File: src/rtl/inst_sram_axi_responder_pkg.sv
// Shared constants and types for the instruction-side sram-like to AXI3
// read responder.
//   INST_ARID      : AXI ID used for every instruction read
//   AXI_BURST_INCR : AXI3 burst encoding for INCR
//   AXI_RESP_OKAY  : AXI3 OKAY response code
//   CNT_W          : width of the outstanding-request counter
//   ar_req_t       : contents of the AR holding register
package inst_sram_axi_responder_pkg;

  localparam logic [3:0] INST_ARID      = 4'd0;
  localparam logic [1:0] AXI_BURST_INCR = 2'b01;
  localparam logic [1:0] AXI_RESP_OKAY  = 2'b00;
  localparam int         CNT_W          = 4;

  typedef struct packed {
    logic [31:0] addr;
    logic [1:0]  size;
  } ar_req_t;

endpackage

File: src/rtl/inst_sram_axi_responder.sv
// Instruction sram-like slave feeding the fetch stage. Every accepted fetch
// request becomes one single-beat AXI3 read on a fixed ID; read data comes
// back to the fetch stage strictly in request order, one data_ok per addr_ok.
//
// Ports
//   clk, reset            : core clock, asynchronous active-high reset
//   inst_sram_req/size/addr : fetch request
//   inst_sram_addr_ok     : request accepted this cycle (combinational)
//   inst_sram_data_ok     : one-cycle pulse, inst_sram_rdata valid
//   inst_sram_rdata       : returned instruction (holds last value)
//   inst_sram_rerr        : sticky error (bad rresp or unexpected R beat)
//   ar*                   : AXI3 read-address channel (master side)
//   r*                    : AXI3 read-data channel (master side)
module inst_sram_axi_responder
  import inst_sram_axi_responder_pkg::*;
#(
  parameter int         MAX_OUTSTANDING = 4,
  parameter logic [3:0] ARID_VAL        = INST_ARID
) (
  input  logic        clk,
  input  logic        reset,

  input  logic        inst_sram_req,
  input  logic [1:0]  inst_sram_size,
  input  logic [31:0] inst_sram_addr,
  output logic        inst_sram_addr_ok,
  output logic        inst_sram_data_ok,
  output logic [31:0] inst_sram_rdata,
  output logic        inst_sram_rerr,

  output logic [3:0]  arid,
  output logic [31:0] araddr,
  output logic [7:0]  arlen,
  output logic [2:0]  arsize,
  output logic [1:0]  arburst,
  output logic [1:0]  arlock,
  output logic [3:0]  arcache,
  output logic [2:0]  arprot,
  output logic        arvalid,
  input  logic        arready,

  input  logic [3:0]  rid,
  input  logic [31:0] rdata,
  input  logic [1:0]  rresp,
  input  logic        rlast,
  input  logic        rvalid,
  output logic        rready
);

  localparam logic [CNT_W-1:0] MAX_CNT = CNT_W'(MAX_OUTSTANDING);

  ar_req_t           ar_q;
  logic [CNT_W-1:0]  out_cnt;
  logic              r_fire;
  logic              ar_free;
  logic              has_room;
  logic              accept;
  logic              beat_ok;
  logic              beat_err;

  // Single fixed ID with single-beat bursts: rid and rlast carry nothing the
  // in-order return path needs.
  logic unused_r;
  assign unused_r = ^{rid, rlast};

  assign arid    = ARID_VAL;
  assign araddr  = ar_q.addr;
  assign arsize  = {1'b0, ar_q.size};
  assign arlen   = 8'd0;
  assign arburst = AXI_BURST_INCR;
  assign arlock  = 2'b00;
  assign arcache = 4'd0;
  assign arprot  = 3'd0;

  assign r_fire = rvalid && rready;

  // The holding register can take a new request when it is empty or is
  // being emptied by the AR handshake this cycle.
  assign ar_free = !arvalid || arready;

  // A response retiring this cycle frees a slot, so a full responder can
  // still accept. Only rvalid reaches addr_ok, never rdata.
  assign has_room = (out_cnt < MAX_CNT) || r_fire;

  assign inst_sram_addr_ok = inst_sram_req && ar_free && has_room;
  assign accept            = inst_sram_addr_ok;

  // An R beat with nothing outstanding has no fetch to answer: it is
  // flagged but never forwarded and never decrements the counter.
  assign beat_ok  = r_fire && (out_cnt != '0);
  assign beat_err = r_fire && ((rresp != AXI_RESP_OKAY) || (out_cnt == '0));

  // AR holding register. A handshake and a new accept in the same cycle keep
  // arvalid high with the new address, giving one AR per cycle.
  // NOTE: all state is assigned with <= so every register samples the
  // pre-edge values of the others, independent of statement order.
  always_ff @(posedge clk or posedge reset) begin
    if (reset) begin
      arvalid <= 1'b0;
      ar_q    <= '0;
    end else if (accept) begin
      arvalid <= 1'b1;
      ar_q    <= '{addr: inst_sram_addr, size: inst_sram_size};
    end else if (arready) begin
      arvalid <= 1'b0;
    end
  end

  // Accepted-but-unanswered requests, including one still in the AR
  // holding register.
  always_ff @(posedge clk or posedge reset) begin
    if (reset) begin
      out_cnt <= '0;
    end else begin
      case ({accept, beat_ok})
        2'b10:   out_cnt <= out_cnt + CNT_W'(1);
        2'b01:   out_cnt <= out_cnt - CNT_W'(1);
        default: out_cnt <= out_cnt;
      endcase
    end
  end

  // R capture. rready rises on the first clock after reset and stays high:
  // the fetch stage buffers data_ok itself, so R is never back-pressured.
  always_ff @(posedge clk or posedge reset) begin
    if (reset) begin
      rready            <= 1'b0;
      inst_sram_data_ok <= 1'b0;
      inst_sram_rdata   <= '0;
      inst_sram_rerr    <= 1'b0;
    end else begin
      rready            <= 1'b1;
      inst_sram_data_ok <= beat_ok;
      if (beat_ok) begin
        inst_sram_rdata <= rdata;
      end
      if (beat_err) begin
        inst_sram_rerr <= 1'b1;
      end
    end
  end

endmodule

File: config.mk
export PLATFORM = sky130hd
export DESIGN_NAME = inst_sram_axi_responder
export DESIGN_NICKNAME = d
export VERILOG_FILES = /design/src/rtl/inst_sram_axi_responder_pkg.sv /design/src/rtl/inst_sram_axi_responder.sv
export SDC_FILE = /design/constraint.sdc
export NUM_CORES = 1
export LEC_CHECK = 0
export ABC_AREA = 0
export CAP_MARGIN = 20
export CORE_MARGIN = 2
export CORE_UTILIZATION = 36
export DETAILED_ROUTE_END_ITERATION = 7
export PLACE_DENSITY_LB_ADDON = 0.2
export SLEW_MARGIN = 20
export SYNTH_ARGS = -nofsm -noshare
export SYNTH_HDL_FRONTEND = slang
export SYNTH_SLANG_ARGS = --single-unit
File: constraint.sdc
create_clock -name clk -period 2.4 [get_ports clk]
set_input_delay 0.48 -clock clk [delete_from_list [all_inputs] [get_ports clk]]
set_output_delay 0.48 -clock clk [all_outputs]
set_load 0.01 [all_outputs]
Word-level counts from Yosys, hierarchy flattened
Index checks and enable logic that the tools add are counted.
W data, S select, Z words.
{"block": "totals", "reg_bits": 74, "in_bits": 78, "out_inout_bits": 95, "wordCells": 30}
{"block": "classes", "addsub": 2, "magnitude_cmp": 1, "eq_ne": 2, "mux": 3, "n_reduce_logical": 14}
{"cell": "$pmux W4 S2", "count": 1}
{"cell": "$reduce_bool A2 Y1", "count": 3}
{"cell": "$logic_and A1 B1 Y1", "count": 5}
{"cell": "$add A4 B1 Y4 const B", "count": 1}
{"cell": "$logic_not A4 Y1", "count": 1}
{"cell": "$lt A4 B3 Y1 const B", "count": 1}
{"cell": "$reduce_bool A4 Y1", "count": 1}
{"cell": "$sub A4 B1 Y4 const B", "count": 1}
{"cell": "$logic_or A1 B1 Y1", "count": 3}
{"cell": "$eq A2 B1 Y1 const B", "count": 1}
{"cell": "$eq A2 B2 Y1 const B", "count": 1}
{"cell": "$mux W1", "count": 2}
{"cell": "$logic_not A1 Y1", "count": 1}

Depth between registers and ports, before layout
{"block": "logic_depth", "word_depth": 6, "ltp_mapped": 9, "ltp_nobuf": 8}

Least setup slack after synthesis
No wires, ideal clock.
{"block": "synth_timing", "kind": "input to register", "start": "input port rvalid", "end": "register out_cnt[3]", "t_arrival_ns": 2.274, "required_time_ns": 2.259, "setup_slack_ns": -0.015, "stages": 7, "cell_sequence": "and2_1 -> o211ai_4 -> buf_6 -> ha_1 -> or3b_1 -> a2111oi_2 -> o221ai_1"}
{"block": "synth_between", "elab_chain_len": 5, "elab_cells_between_ends": 8, "classes_between": "eq/ne (2); mux (1); reduce/logical (5)"}
{"item": "start, declared", "line_no": "inst_sram_axi_responder.sv:46", "text": "input logic rvalid,"}
{"item": "$logic_and A1 B1 Y1 *", "line_no": "inst_sram_axi_responder.sv:75", "text": "assign r_fire = rvalid && rready;"}
{"item": "$logic_or A1 B1 Y1", "line_no": "inst_sram_axi_responder.sv:83", "text": "assign has_room = (out_cnt < MAX_CNT) || r_fire;"}
{"item": "$logic_and A1 B1 Y1", "line_no": "inst_sram_axi_responder.sv:85", "text": "assign inst_sram_addr_ok = inst_sram_req && ar_free && has_room;"}
{"item": "$eq A2 B1 Y1 / $eq A2 B2 Y1 (equally long branches)", "line_no": "inst_sram_axi_responder.sv:115", "text": "case ({accept, beat_ok})"}
{"item": "$pmux W4 S2 / $reduce_bool A2 Y1 (equally long branches)"}
{"item": "end signal, assigned", "line_no": "inst_sram_axi_responder.sv:116", "text": "2'b10: out_cnt <= out_cnt + CNT_W'(1);"}
{"item": "end signal, assigned", "line_no": "inst_sram_axi_responder.sv:117", "text": "2'b01: out_cnt <= out_cnt - CNT_W'(1);"}
{"item": "end signal, assigned", "line_no": "inst_sram_axi_responder.sv:118", "text": "default: out_cnt <= out_cnt;"}
{"item": "end, declared", "line_no": "inst_sram_axi_responder.sv:53", "text": "logic [CNT_W-1:0] out_cnt;"}
Mark *: on every way between the ends. The rest lies on a longest branch, timed or not.
A chain may end at the register's enable or synchronous reset.

Worst setup path in the final report
{"block": "layout_timing", "start": "input port rvalid", "end": "output port inst_sram_addr_ok"}
{"block": "layout_between", "elab_chain_len": 3}
{"item": "$logic_and A1 B1 Y1", "line_no": "inst_sram_axi_responder.sv:75"}
{"item": "$logic_or A1 B1 Y1", "line_no": "inst_sram_axi_responder.sv:83"}
{"item": "$logic_and A1 B1 Y1", "line_no": "inst_sram_axi_responder.sv:85"}
{"item": "end, declared", "line_no": "inst_sram_axi_responder.sv:26", "text": "output logic inst_sram_addr_ok,"}
Every way passes these cells.

==> results_dict.tcl <==
set metrics [dict create \
    htreeDepth 3 \
    fin_area_sq_mm 0.00492 \
    placedCellCount 457 \
    first_pass_iters 3 \
    cts.sinks 74 \
    power_density_mw_per_mm2 1100 \
    drt_iter0_drc 34 \
    fill_cells 741 \
    min_from "inst_sram_rerr" \
    swShare 0.291 \
    yosysMostFrequentCell "dfrtp_1" \
    fin_crit_ns 2.21 \
    leakagePower_nw 2.12 \
    power.internal_w 0.00383 \
    finalHoldViolations 0 \
    clk_latency_ns 0.35 \
    vias 2091 \
    criticalPathCategory "in2out" \
    p_clk_frac 0.189 \
    r2r_start "out_cnt[0]" \
    syn_area_sq_mm 0.00327 \
    dpl_cell_area_sq_mm 0.00470 \
    peakVddDrop_mv 0.383 \
    seqPwrFrac 0.386 \
    timing.fmax_mhz 452 \
    ys_warn_count 0 \
    synth-edff-count 0 \
    diodes 0 \
    clk_path_buf_depth 2 \
    die_width_microns 99.3 \
    grt_max_degree 75 \
    combPwrFrac 0.425 \
    drv_slew 0 \
    async_reset_ff_frac 1.00 \
    rsz0062_at_grt "no" \
    grtUsageTotal 0.136 \
    initial_core_util 0.373 \
    drive_above_1_share 0.173 \
    antenna_found_initial 0 \
    cts_hold_repair.buffers 0 \
    tightestPinTransition_ns 0.567 \
    synth_area_leaders "dfrtp_1, mux2_4, mux2_1" \
    dp_hpwl_microns 4720 \
    ys_ff_latch 74 \
    grt_pass1_wl_microns 10400 \
    fin_nets 441 \
    viasPerCell 4.43 \
    yosysSeqAreaShare 0.566 \
    dieArea_sq_mm 0.00987 \
    worstPathMaxFanout 3 \
    period_share 0.921 \
    required_ns 1.92 \
    clkTransAtPathRegs_ns 0.07 \
    fin_tns_setup_ns 0 \
    avgRoutedWirePerCell_microns 13.9 \
    final.setup_skew_ns 0.0151 \
    synth.avg_cell_area_sq_um 15.7 \
    cts_tree "done" \
    maxCapViolCount 0 \
    critPathCaptureType "output pin" \
    grt_overflow 0 \
    max_slew_margin 0.622 \
    netlist.top_cell.by_area "dfrtp_1" \
    areaGrowthSynthToFinish_pct 50.4 \
    gp_congestion 0.771 \
    die_h_microns 99.3 \
    instances_no_fill 472 \
    routed_wl_microns 6570 \
    grt_pass1_vias 2119 \
    drcViolationCount 0 \
    synth_top_cell_area_share 0.566 \
    root_buffer "clkbuf_8" \
    cp-startpoint "rvalid" \
    portBuffers 143 \
    cts_buffers 9 \
    setup_viol_count_final 0 \
    status "finished, final reports clean" \
    p_switching_w 0.00157 \
    coreArea_sq_mm 0.00876 \
    worst_ep_arrival_time_ns 1.73 \
    rows 34 \
    postRouteAntennaNets 0 \
    io_pins 173 \
    post-cts-setup-buffers 0 \
    hold_path_class "reg2reg" \
    ys.flop_type "dfrtp_1" \
    synth_common_cells "dfrtp_1, mux2_1, mux2_4, buf_4, mux2_2" \
    startpoint_type "primary input" \
    synthCells 208 \
    synthDistinctLibCells 35 \
]
-- registers in the layout (all words and copies together), names as in the netlist --
| register | cells |
|---|---|
| inst_sram_rerr | 1 |
| out_cnt | 4 |
| arvalid | 1 |
| rready | 1 |
| arsize | 2 |
| araddr | 32 |
| inst_sram_data_ok | 1 |
| inst_sram_rdata | 32 |
-- metal layers --
| metal | track usage | part of all wire | up-vias |
|---|---|---|---|
| met4 | 0.0580 | 0.020 | 0 |
| met5 | 0 | 0 | - |
| li1 | - | - | 976 |
| met2 | 0.215 | 0.49 | 91 |
| met1 | 0.174 | 0.42 | 1014 |
| met3 | 0.0429 | 0.074 | 10 |
-- power groups by stage --
stage                     Clock [W]  Combinational, W  Sequential, W
after CTS                   0.00107           0.00234        0.00208
final                       0.00102           0.00230        0.00208
after global routing        0.00114           0.00246        0.00216
after floorplan                   0          0.000895        0.00231
after global placement            0           0.00231        0.00207
after detailed placement          0           0.00233        0.00210
-- stage by stage --
stage                     worst slack (ns)  power [W]   util  hold WS, ns
after floorplan                     0.0112    0.00320      -        0.513
after global placement              -0.120    0.00438  0.537        0.462
after detailed placement            -0.167    0.00443  0.537        0.467
after CTS                            0.121    0.00549  0.560        0.484
after global routing                0.0745    0.00576  0.561        0.506
final                                0.189    0.00540  0.561        0.476
-- placed cells by master (no fill, tap or decap), drive strengths merged, types with 2 or more instances in the layout --
master,n
mux2,67
clkdlybuf4s50,142
nand2,2
bufinv,2
nor2,3
dfrtp,74
conb,25
buf,6
xnor2,2
clkbuf,10
clkinvlp,2
ha,3
inv,4
-- timing repair --
| action | in CTS | in global routing |
|---|---|---|
| gates cloned | 0 | 0 |
| setup endpoints to repair | 1 | 1 |
| endpoints found under the hold margin | 0 | 0 |
| resized for setup | 1 | 1 |
-- critical path, stage by stage --
cell,delay [ns]
clkdlybuf4s50_1,0.41
and2_1,0.19
o211ai_4,0.19
buf_4,0.14
inv_1,0.03
dlygate4sd2_1,0.27
-- cell families (layout without fill, tap and decap cells) --
group,Yosys count,after routing,share of synthesized area
compound gates,9,9,0.0264
xor+xnor,3,3,0.00803
fa+ha+maj,3,3,0.0115
buf+inv,35,168,0.0895
flops,74,74,0.566
mux,68,68,0.267
other cells,2,25,0.00230
simple gates,14,14,0.0295
-- layout make-up --
cell class	instances	area [sq um]	area share
tap	108	135	0.0275
timing repair buffer	149	1490	0.302
inverter	4	15.0	0.00305
sequential	74	1850	0.376
clock inverter	5	80.1	0.0163
multi-input combinational	122	1220	0.248
clock buffer	10	128	0.0259
-- worst paths after layout --
check,depth (start not counted),slack (ns),endpoint
max,6,0.19,inst_sram_addr_ok
min,1,0.48,inst_sram_rerr
max reg2reg,9,0.22,out_cnt[2]
min reg2reg,1,0.48,inst_sram_rerr
max in group asynchronous,3,1.56,inst_sram_data_ok
min in group asynchronous,3,0.53,inst_sram_rdata[26]
Note: power is estimated with default switching activity, not from simulation.
